`src/rtl/uart_rx_pkg.sv`:
```
// Shared types and helpers for the UART word receiver.
package uart_rx_pkg;

  localparam int BITS_PER_BYTE = 8;

  typedef enum logic [2:0] {
    IDLE,
    START,
    DATA,
    STOP,
    RECOVER
  } rx_state_e;

  // Width of a counter that must hold values 0..max_val (never less than 1 bit).
  function automatic int cnt_w(input int max_val);
    return (max_val < 1) ? 1 : $clog2(max_val + 1);
  endfunction

endpackage

```
`src/rtl/uart_rx_bit_timer.sv`:
```
// Bit-period timer: mid-bit (half) and end-of-bit (full) strobes, restartable by the FSM.
module uart_rx_bit_timer
  import uart_rx_pkg::*;
#(
  parameter int CLKS_PER_BIT = 443
) (
  input  logic clk_i,
  input  logic rst_n_i,
  input  logic restart_i,
  output logic half_tick_o,
  output logic full_tick_o
);

  localparam int CW = cnt_w(CLKS_PER_BIT - 1);
  localparam logic [CW-1:0] HALF_LAST = CW'(CLKS_PER_BIT / 2 - 1);
  localparam logic [CW-1:0] FULL_LAST = CW'(CLKS_PER_BIT - 1);

  logic [CW-1:0] clk_cnt_q, clk_cnt_d;

  assign half_tick_o = (clk_cnt_q == HALF_LAST);
  assign full_tick_o = (clk_cnt_q == FULL_LAST);

  // Free-runs and wraps each bit period so consecutive data bits need no restart.
  always_comb begin
    clk_cnt_d = clk_cnt_q + CW'(1);
    if (restart_i || full_tick_o) clk_cnt_d = '0;
  end

  always_ff @(posedge clk_i or negedge rst_n_i) begin
    if (!rst_n_i) clk_cnt_q <= '0;
    else          clk_cnt_q <= clk_cnt_d;
  end

endmodule

```
`src/rtl/uart_rx_word_assembler.sv`:
```
// 8N1 UART receiver that gathers NUM_BYTES frames into one word and offers it on valid/ready.
module uart_rx_word_assembler
  import uart_rx_pkg::*;
#(
  parameter int CLKS_PER_BIT = 443,
  parameter int NUM_BYTES    = 12,
  parameter int DATA_W       = 8 * NUM_BYTES,
  parameter int TIMEOUT_BITS = 32
) (
  input  logic              CLK_I,
  input  logic              RSTL_I,
  input  logic              UART_RX_I,
  input  logic              WORD_READY_I,
  output logic              WORD_VALID_O,
  output logic [DATA_W-1:0] WORD_DATA_O,
  output logic              FRAME_ERR_O,
  output logic              OVERRUN_O,
  output logic              TIMEOUT_O
);

  localparam int BYTE_W   = cnt_w(NUM_BYTES - 1);
  localparam int BIT_W    = cnt_w(BITS_PER_BYTE - 1);
  localparam int GAP_LAST = (TIMEOUT_BITS > 0) ? TIMEOUT_BITS * CLKS_PER_BIT - 1 : 0;
  localparam int GAP_W    = cnt_w(GAP_LAST);

  localparam logic [BYTE_W-1:0] LAST_BYTE = BYTE_W'(NUM_BYTES - 1);
  localparam logic [BIT_W-1:0]  LAST_BIT  = BIT_W'(BITS_PER_BYTE - 1);
  localparam logic [GAP_W-1:0]  GAP_END   = GAP_W'(GAP_LAST);

  logic rx_meta_q, rx_s_q;

  rx_state_e         state_q, state_d;
  logic [BYTE_W-1:0] byte_cnt_q, byte_cnt_d;
  logic [BIT_W-1:0]  bit_cnt_q, bit_cnt_d;
  logic [GAP_W-1:0]  gap_cnt_q, gap_cnt_d;
  logic [DATA_W-1:0] stage_q, stage_d;
  logic [DATA_W-1:0] word_data_q, word_data_d;
  logic              word_valid_q, word_valid_d;
  logic              frame_err_q, frame_err_d;
  logic              overrun_q, overrun_d;
  logic              timeout_q, timeout_d;

  logic timer_restart, half_tick, full_tick;
  logic word_done, load, accept;

  uart_rx_bit_timer #(
    .CLKS_PER_BIT(CLKS_PER_BIT)
  ) u_bit_timer (
    .clk_i      (CLK_I),
    .rst_n_i    (RSTL_I),
    .restart_i  (timer_restart),
    .half_tick_o(half_tick),
    .full_tick_o(full_tick)
  );

  always_ff @(posedge CLK_I or negedge RSTL_I) begin
    if (!RSTL_I) begin
      rx_meta_q <= 1'b1;
      rx_s_q    <= 1'b1;
    end else begin
      rx_meta_q <= UART_RX_I;
      rx_s_q    <= rx_meta_q;
    end
  end

  always_comb begin
    state_d       = state_q;
    byte_cnt_d    = byte_cnt_q;
    bit_cnt_d     = bit_cnt_q;
    gap_cnt_d     = '0;
    stage_d       = stage_q;
    timer_restart = 1'b0;
    word_done     = 1'b0;
    frame_err_d   = 1'b0;
    timeout_d     = 1'b0;

    case (state_q)
      IDLE: begin
        timer_restart = 1'b1;
        if (!rx_s_q) begin
          state_d = START;
        end else if ((TIMEOUT_BITS > 0) && (byte_cnt_q != '0)) begin
          // Staging is left as is: the next NUM_BYTES frames shift it out completely.
          if (gap_cnt_q == GAP_END) begin
            byte_cnt_d = '0;
            timeout_d  = 1'b1;
          end else begin
            gap_cnt_d = gap_cnt_q + GAP_W'(1);
          end
        end
      end

      START: begin
        if (half_tick) begin
          if (!rx_s_q) begin
            state_d       = DATA;
            bit_cnt_d     = '0;
            timer_restart = 1'b1;
          end else begin
            state_d = IDLE;
          end
        end
      end

      DATA: begin
        if (full_tick) begin
          // LSB-first shift-in leaves byte 0 bit 0 at bit 0 once the word is full.
          stage_d = {rx_s_q, stage_q[DATA_W-1:1]};
          if (bit_cnt_q == LAST_BIT) state_d = STOP;
          else                       bit_cnt_d = bit_cnt_q + BIT_W'(1);
        end
      end

      STOP: begin
        if (full_tick) begin
          if (rx_s_q) begin
            state_d = IDLE;
            if (byte_cnt_q == LAST_BYTE) begin
              byte_cnt_d = '0;
              word_done  = 1'b1;
            end else begin
              byte_cnt_d = byte_cnt_q + BYTE_W'(1);
            end
          end else begin
            state_d       = RECOVER;
            byte_cnt_d    = '0;
            frame_err_d   = 1'b1;
            timer_restart = 1'b1;
          end
        end
      end

      RECOVER: begin
        // A full bit period of continuous high is required before hunting for a start bit.
        if (!rx_s_q)        timer_restart = 1'b1;
        else if (full_tick) state_d = IDLE;
      end

      default: state_d = IDLE;
    endcase
  end

  assign accept = word_valid_q && WORD_READY_I;
  assign load   = word_done && (!word_valid_q || WORD_READY_I);

  always_comb begin
    word_valid_d = word_valid_q;
    word_data_d  = word_data_q;
    overrun_d    = word_done && !load;
    if (load) begin
      word_valid_d = 1'b1;
      word_data_d  = stage_q;
    end else if (accept) begin
      word_valid_d = 1'b0;
    end
  end

  always_ff @(posedge CLK_I or negedge RSTL_I) begin
    if (!RSTL_I) begin
      state_q      <= IDLE;
      byte_cnt_q   <= '0;
      bit_cnt_q    <= '0;
      gap_cnt_q    <= '0;
      word_valid_q <= 1'b0;
      word_data_q  <= '0;
      frame_err_q  <= 1'b0;
      overrun_q    <= 1'b0;
      timeout_q    <= 1'b0;
    end else begin
      state_q      <= state_d;
      byte_cnt_q   <= byte_cnt_d;
      bit_cnt_q    <= bit_cnt_d;
      gap_cnt_q    <= gap_cnt_d;
      word_valid_q <= word_valid_d;
      word_data_q  <= word_data_d;
      frame_err_q  <= frame_err_d;
      overrun_q    <= overrun_d;
      timeout_q    <= timeout_d;
    end
  end

  always_ff @(posedge CLK_I) begin
    stage_q <= stage_d;
  end

  assign WORD_VALID_O = word_valid_q;
  assign WORD_DATA_O  = word_data_q;
  assign FRAME_ERR_O  = frame_err_q;
  assign OVERRUN_O    = overrun_q;
  assign TIMEOUT_O    = timeout_q;

endmodule
```
`config.mk`:
```
export PLATFORM = sky130hd
export DESIGN_NAME = uart_rx_word_assembler
export DESIGN_NICKNAME = d
export VERILOG_FILES = /design/src/rtl/uart_rx_pkg.sv /design/src/rtl/uart_rx_bit_timer.sv /design/src/rtl/uart_rx_word_assembler.sv
export SDC_FILE = /design/constraint.sdc
export NUM_CORES = 1
export LEC_CHECK = 0
export CAP_MARGIN = 15
export CORE_AREA = 2 2 142 144
export CTS_CLUSTER_DIAMETER = 100
export DETAILED_ROUTE_END_ITERATION = 10
export DIE_AREA = 0 0 144 146
export PLACE_DENSITY = 0.7
export SYNTH_ARGS = -nofsm -noshare
export SYNTH_HDL_FRONTEND = slang
export SYNTH_SLANG_ARGS = --single-unit
```
`constraint.sdc`:
```
create_clock -name CLK_I -period 7.8 [get_ports CLK_I]
set_input_delay 1.17 -clock CLK_I [delete_from_list [all_inputs] [get_ports CLK_I]]
set_output_delay 1.17 -clock CLK_I [all_outputs]
set_load 0.1 [all_outputs]
```
==> out/metrics.cfg, run 1 <==
[yosys]
ys_warn_count=0
synth_top_family_by_area=multiplexers
synth.cell_area_um2=8469
synth_top_cells_by_area=dfrtp_1 (39%), edfxtp_1 (34%), mux2_2 (12%)
synth_area_leader_cell=dfrtp_1
async_flop_share_pct=58.44
ys_seq_area_share_pct=73.95
synth_compound_area_share_pct=1.669
synth_simple_gate_area_share_pct=6.456
syn_nets=516
syn_area_per_cell_um2=16.80
synth_edf_count=96
synth.distinct_cells=51
synth_cells=504
synth_seq_cells=231
synth.mux.area_fraction_pct=12.90
yosys.area_share.adder_pct=1.182
synth_top_cell_area_share_pct=39.30
synthXorXnorAreaFrac_pct=1.965
synth_flop_cell=dfrtp_1

[hold_path]
hp-class=reg -> reg
hp-start=rx_meta_q

[drt]
wl_per_cell_um=16.37
drtPass1Iterations=4
via_per_inst=4.976
vias=4498
drc_errors=0
routed_wl_um=14800
drtIter0Drc=218
final_antenna_net_count=0

[timing]
slew-limit-headroom_pct=30.58
finalSetupViolCount=0
fin_worst_skew_ps=10.99
hold_viol=0
tns_ps=0
rsz0062_at_grt=false
fmax_mhz=309.9
min_period_ps=3227
post-route-period-util_pct=41.37
tightest_slew_ps=1038
fin_ws_ps=4573
timing.final.max_slew_violations=0

[clock_network]
path_clk_slew_ps=60
cts-root-buf=clkbuf_16
holdBufCountCts=0
clock_path_buffers=3
cts_max_level=1
post_cts_buffers=0
cts.repair.resized=0
clock-sinks=231
cts_tree=done
worstSkewPairLatency_ps=520
numCtsBuffers=25

[floorplanning]
rows=51
dieWidth_um=144
die-height_um=146
coreArea_um2=19330
initial_utilization_pct=43.80
pin_count=104
die-area_um2=21020

[layout]
insertedDiodeCount=0
syn_to_final_growth_pct=24.42
final-seq-area_um2=6264
drive_gt1_share_pct=22.85
nets=632
finalNonFillerCells=904
multi_input_area_um2=2062
num-fill-cells=1551

[global_routing]
overflow=0
grt_pass1_wl_um=24520
grt_max_degree=85
antenna_found_initial=0
grt_pass1_vias=4748
grt_use_total_pct=14.29

[setup_path]
end_kind=output pin
start_kind=flip-flop
path_cells=clkdlybuf4s50_1
slowest_delay_ps=1150
required_ps=6630
r2r_slack_ps=4760
cp-startpoint=WORD_DATA_O[58]
worst-path-max-fanout=2
arrival_ps=2060
critPathBufInv=1
critPathKind=reg -> out
critPathSlowestCell=clkdlybuf4s50_1
reg2reg_from=u_bit_timer.clk_cnt_q[0]
critPathTopFamily=buffers and inverters

[power]
p_per_area_nw_per_um2=225.6
p_leak_uw=0.004216
irDropWorstVdd_v=0.0001567

[flow_run]
drv_cap=0

[place]
place.port_buffers=103
hpwl_um=9220
dp_slack_ps=4264
place_congestion=0.7689
dp_cells=858

[outcome]
outcome=finished clean

## cells in the final DEF, fill, tap and decap left out, types with 5 or more instances in the layout
master           count
clkinv_2             9
inv_1               13
nor2_1              31
clkdlybuf4s50_1    102
nor3_1               9
dfrtp_1            133
nand3_1             12
xnor2_1             14
clkbuf_16           25
mux2_2              92
edfxtp_1            96
nand4_1              7
xor2_1               5
nand2_1             10
mux2_1               5
ha_1                 8
## layout make-up
type                       count  share of cell area, %
clock inverter                17                  1.199
sequential                   231                  59.44
tap                          265                  3.147
inverter                      13                 0.4631
clock buffer                  29                  6.174
multi-input combinational    243                  19.57
timing repair buffer         106                  10.01
## where the power goes
group / internal, uW / total, uW / switching [uW]
Combinational: 2.11 / 16.0 / 13.9
Sequential: 1260 / 1260 / 0.827
Clock: 635 / 1100 / 466
Total: 1900 / 2380 / 481
## state kept, by name, indices dropped and copies added, names as in the netlist
signal,count
WORD_DATA_O,96
stage_q,96
gap_cnt_q,14
u_bit_timer.clk_cnt_q,9
byte_cnt_q,4
bit_cnt_q,3
state_q,3
FRAME_ERR_O,1
OVERRUN_O,1
TIMEOUT_O,1
WORD_VALID_O,1
rx_meta_q,1
rx_s_q,1
## cell families (layout without fill, tap and decap cells)
kind of cell | Yosys count | in the layout
xor gates and xnor gates | 19 | 19
muxes | 97 | 97
DFF | 231 | 231
adders and majority gates | 8 | 8
buffers and inverters | 30 | 165
AOI/OAI and AO/OA | 20 | 20
and+or+nand+nor | 99 | 99
## per-stage QoR
| step | utilization (%) | area (um^2) | hold WS [ps] | power (uW) |
|---|---|---|---|---|
| 6_report | 54.50 | 10540 | 355.8 | 2378 |
| 5_1_grt | 54.50 | 10540 | 359.4 | 2464 |
| 4_1_cts | 54.50 | 10540 | 356.1 | 2412 |
| 3_5_place_dp | 50.48 | 9761 | 347.2 | 1302 |
| 3_3_place_gp | 50.48 | 9761 | 345.7 | 1301 |
| 2_1_floorplan | - | 8469 | 345.2 | 1285 |
## Yosys cell counts (2+ instances only)
cell        n
dfrtp_1   133
edfxtp_1   96
mux2_2     92
nor2_1     32
xnor2_1    14
inv_1      13
nand3_1    12
nand2_1    10
nor3_1      9
ha_1        8
clkbuf_1    7
nand4_1     7
buf_6       5
mux2_1      5
xor2_1      5
a21oi_1     4
buf_2       4
nand4b_1    3
a22o_1      2
and3_1      2
and4_1      2
and4b_1     2
dfstp_2     2
nand2b_1    2
nand3_2     2
nand3b_1    2
nor4_1      2
o21ai_0     2
o31ai_1     2
or3b_2      2
## path summary, 6_finish.rpt
path                                         to  cells past startpoint
max in group asynchronous       WORD_DATA_O[41]                      2
worst min register to register           rx_s_q                      0
min in group asynchronous       WORD_DATA_O[13]                      1
worst min-delay path                     rx_s_q                      0
worst max register to register      stage_q[94]                      6
worst max-delay path            WORD_DATA_O[58]                      1
## per-layer routing
layer / vias to the layer above / global-route usage, % / wire length [um]
li1: 2075 / - / -
met1: 2287 / 20.68 / 6965
met2: 109 / 22.17 / 6727
met3: 27 / 3.323 / 794
met4: 0 / 3.235 / 313
met5: - / 0 / 0
(Power assumes the default switching activity.)
==> run 2: changes to the inputs <==
clock period = 3.15 ns   (was 7.8 ns; I/O delays follow)
==> out/metrics.cfg, run 2 (synthesized netlist as in run 1, its figures left out) <==
[setup_path]
start_kind=flip-flop
critPathBufInv=2
arrival_ps=2830
path_cells=inv_1 > ha_1 > nand4b_1 > nor3_2 > nand3_4 > buf_12 > mux2_1
critPathKind=reg -> reg
required_ps=3530
slowest_delay_ps=480
critPathTopFamily=simple AND/OR/NAND/NOR gates
end_kind=flip-flop
critPathSlowestCell=nand3_4
worst-path-max-fanout=35

[floorplanning]
coreArea_um2=19330
die-height_um=146
pin_count=104
die-area_um2=21020
dieWidth_um=144
initial_utilization_pct=43.80
rows=51

[drt]
drc_errors=0
routed_wl_um=15410
vias=4567
wl_per_cell_um=17.01
drtIter0Drc=310
drtPass1Iterations=4
via_per_inst=5.041
final_antenna_net_count=0

[timing]
tightest_slew_ps=671.4
rsz0062_at_grt=false
slew-limit-headroom_pct=55.24
post-route-period-util_pct=77.68
min_period_ps=2447
timing.final.max_slew_violations=0
finalSetupViolCount=0
fmax_mhz=408.7
tns_ps=0
fin_hold_ws_ps=356.8
hold_viol=0
fin_worst_skew_ps=14.16

[clock_network]
post_cts_buffers=0
worstSkewPairLatency_ps=500
holdBufCountCts=1
numCtsBuffers=24
cts.repair.resized=0
path_clk_slew_ps=60
clock-sinks=231
cts-root-buf=clkbuf_16
cts_max_level=1
cts_tree=done
clock_path_buffers=3

[global_routing]
grt_pass1_wl_um=25100
antenna_found_initial=0
grt_max_degree=64
grt_use_total_pct=14.72
overflow=0
grt_pass1_vias=4708

[hold_path]
hp-class=reg -> reg

[layout]
nets=635
insertedDiodeCount=0
num-fill-cells=1562
syn_to_final_growth_pct=22.59
finalNonFillerCells=906
drive_gt1_share_pct=38.69
final_cell_mix=dfrtp_1 (133), buf_4 (103), edfxtp_1 (96)
layout_commonest_cell=dfrtp_1

[flow_run]
drv_cap=0

[place]
hpwl_um=9634
place_congestion=0.7913
place.port_buffers=103
dp_cells=861

[power]
irDropWorstVdd_v=0.0003038
p_per_area_nw_per_um2=575.7
p_leak_uw=0.004462

[outcome]
outcome=finished clean

run 2: cell types whose count changed in the layout (fill, tap and decap cells not counted):
cell / previous run / this run
buf_4: 3 / 103
clkdlybuf4s50_1: 102 / 2
clkinv_2: 9 / 4
buf_12: 0 / 3
clkbuf_8: 1 / 4
clkinv_1: 4 / 1
clkbuf_1: 3 / 5
clkbuf_16: 25 / 26
clkinv_4: 1 / 0
clkinvlp_4: 1 / 2
dlygate4sd3_1: 0 / 1
inv_16: 1 / 0
inv_6: 0 / 1
run 2: per-stage QoR:
step	util (%)	power [uW]	area, um^2	worst slack [ps]
3_5_place_dp	49.50	3228	9570	686.4
2_1_floorplan	-	3183	8477	220.0
5_1_grt	53.70	6179	10380	437.2
6_report	53.70	5977	10380	703.0
4_1_cts	53.70	6057	10380	668.2
3_3_place_gp	49.50	3225	9570	776.5
run 2: worst paths after layout:
| kind | startpoint | endpoint | slack (ps) | cells after the start |
|---|---|---|---|---|
| setup / recovery | u_bit_timer.clk_cnt_q[0] | WORD_DATA_O[15] | 700 | 7 |
| hold / removal | rx_meta_q | rx_s_q | 360 | 0 |
| setup reg to reg | u_bit_timer.clk_cnt_q[0] | WORD_DATA_O[15] | 700 | 7 |
| hold reg to reg | rx_meta_q | rx_s_q | 360 | 0 |
| max in group asynchronous | RSTL_I | WORD_DATA_O[78] | 1820 | 3 |
| min in group asynchronous | RSTL_I | WORD_DATA_O[13] | 540 | 2 |
run 2: power by group:
group	total (uW)	switching, uW	internal, uW
registers	3120	2.30	3120
clock network	2810	1130	1680
logic	44.3	35.7	8.59
run 2: per-layer routing:
layer	GRT usage [%]	part of all wire (%)	up-vias
met5	0	0	-
met4	3.676	1.7	0
met3	3.192	5.7	26
met2	23.36	46	115
met1	20.80	46	2340
li1	-	-	2086
run 2: cell type report:
type	count	area [um^2]	area share (%)
clock buffer	35	724.4	6.978
sequential	231	6264	60.33
tap	265	331.6	3.194
clock inverter	9	77.57	0.7472
inverter	13	48.80	0.4700
multi-input combinational	243	2062	19.86
timing repair buffer	110	874.6	8.424
==> run 3: changes to the inputs <==
clock period = 2.45 ns   (was 3.15 ns; I/O delays follow)
==> out/metrics.cfg, run 3 (synthesized netlist as in run 1, its figures left out) <==
[power]
p_leak_uw=0.004472
p_per_area_nw_per_um2=735.4
irDropWorstVdd_v=0.0005235

[timing]
tightest_slew_ps=627.7
fin_ws_ps=316.1
fin_worst_skew_ps=13.22
fin_hold_ws_ps=294.4
fmax_mhz=468.6
hold_viol=0
rsz0062_at_grt=false
timing.final.max_slew_violations=0
post-route-period-util_pct=87.10
finalSetupViolCount=0
tns_ps=0
slew-limit-headroom_pct=58.15
min_period_ps=2134

[floorplanning]
die-height_um=146
initial_utilization_pct=43.80
die-area_um2=21020
pin_count=104
coreArea_um2=19330
dieWidth_um=144
rows=51

[flow_run]
drv_cap=0

[place]
place_congestion=0.7665
dp_slack_ps=333.9
place.port_buffers=103
hpwl_um=9768
dp_cells=863

[drt]
wl_per_cell_um=16.87
via_per_inst=4.987
drc_errors=0
drtPass1Iterations=4
vias=4528
routed_wl_um=15310
final_antenna_net_count=0
drtIter0Drc=257

[setup_path]
critPathKind=reg -> reg
start_kind=flip-flop
critPathBufInv=2
critPathSlowestCell=dfrtp_1
critPathTopFamily=simple AND/OR/NAND/NOR gates
end_kind=flip-flop
worst-path-max-fanout=96
required_ps=2590
arrival_ps=2280
path_cells=inv_1 > ha_1 > and4b_1 > nand3_2 > nor2_4 > buf_12
slowest_delay_ps=410

[clock_network]
worstSkewPairLatency_ps=520
cts_tree=done
numCtsBuffers=24
cts-root-buf=clkbuf_16
clock_path_buffers=3
clock-sinks=231
cts_max_level=1
path_clk_slew_ps=60

[layout]
finalNonFillerCells=908
final-seq-area_um2=6264
syn_to_final_growth_pct=23.03
final_cell_mix=dfrtp_1 (133), buf_4 (102), edfxtp_1 (96)
drive_gt1_share_pct=37.95
multi_input_area_um2=2069
insertedDiodeCount=0
nets=637
layout_commonest_cell=dfrtp_1
num-fill-cells=1517

[global_routing]
antenna_found_initial=0
grt_pass1_wl_um=24980
grt_use_total_pct=14.79
overflow=0
grt_max_degree=97
grt_pass1_vias=4844

[hold_path]
hp-class=in -> reg

[outcome]
outcome=finished clean

-- run 3: changes by cell type in the layout (fill, tap and decap cells not counted), sizes merged --
cell      delta
buf          +2
bufinv       +2
clkinvlp     -2
clkinv       +1
inv          -1
-- run 3: path summary, 6_finish.rpt --
check	start	end	slack (ps)	depth (start not counted)
hold reg to reg	rx_meta_q	rx_s_q	350	0
setup reg to reg	u_bit_timer.clk_cnt_q[0]	stage_q[59]	320	6
setup / recovery	u_bit_timer.clk_cnt_q[0]	stage_q[59]	320	6
min in group asynchronous	RSTL_I	WORD_DATA_O[8]	430	2
max in group asynchronous	RSTL_I	WORD_DATA_O[73]	1390	3
hold / removal	UART_RX_I	rx_meta_q	290	1
-- run 3: timing repair --
item	4_1_cts	5_1_grt
hold endpoints to repair	61	0
buffers inserted	0	0
resized for setup	0	0
hold buffers	1	0
-- run 3: cell type report --
class	count	area share (%)
Sequential cell	231	60.11
Multi-Input combinational cell	243	19.86
Timing Repair Buffer	112	8.898
Clock buffer	35	6.256
Tap cell	265	3.182
Clock inverter	9	1.225
Inverter	13	0.4683
-- run 3: where the power goes --
group / leakage [uW] / internal (uW) / switching (uW)
clock: 0.000377 / 2160 / 1420
sequential: 0.00256 / 4010 / 2.72
combinational: 0.00153 / 13.2 / 46.5
total: 0.00447 / 6190 / 1470
-- run 3: worst reg2reg max path, stage by stage (launching register included) --
cell and delay, ps:
dfrtp_1 410, inv_1 90, ha_1 170, and4b_1 250
nand3_2 190, nor2_4 150, buf_12 400
-- run 3: metrics by stage --
step	cell area [um^2]	total power [uW]	util [%]
4_1_cts	10420	7771	53.89
6_report	10420	7663	53.89
3_5_place_dp	9630	4153	49.81
5_1_grt	10420	7930	53.89
3_3_place_gp	9630	4150	49.81
2_1_floorplan	8484	4092	-
-- run 3: per-layer routing --
metal  vias to the layer above  global-route usage [%]  wire length [um]
met5                         -                       0                 0
met1                      2303                   20.21              6888
met4                         0                   4.167               299
li1                       2080                       -                 -
met2                       120                   23.60              7230
met3                        25                   3.718               895
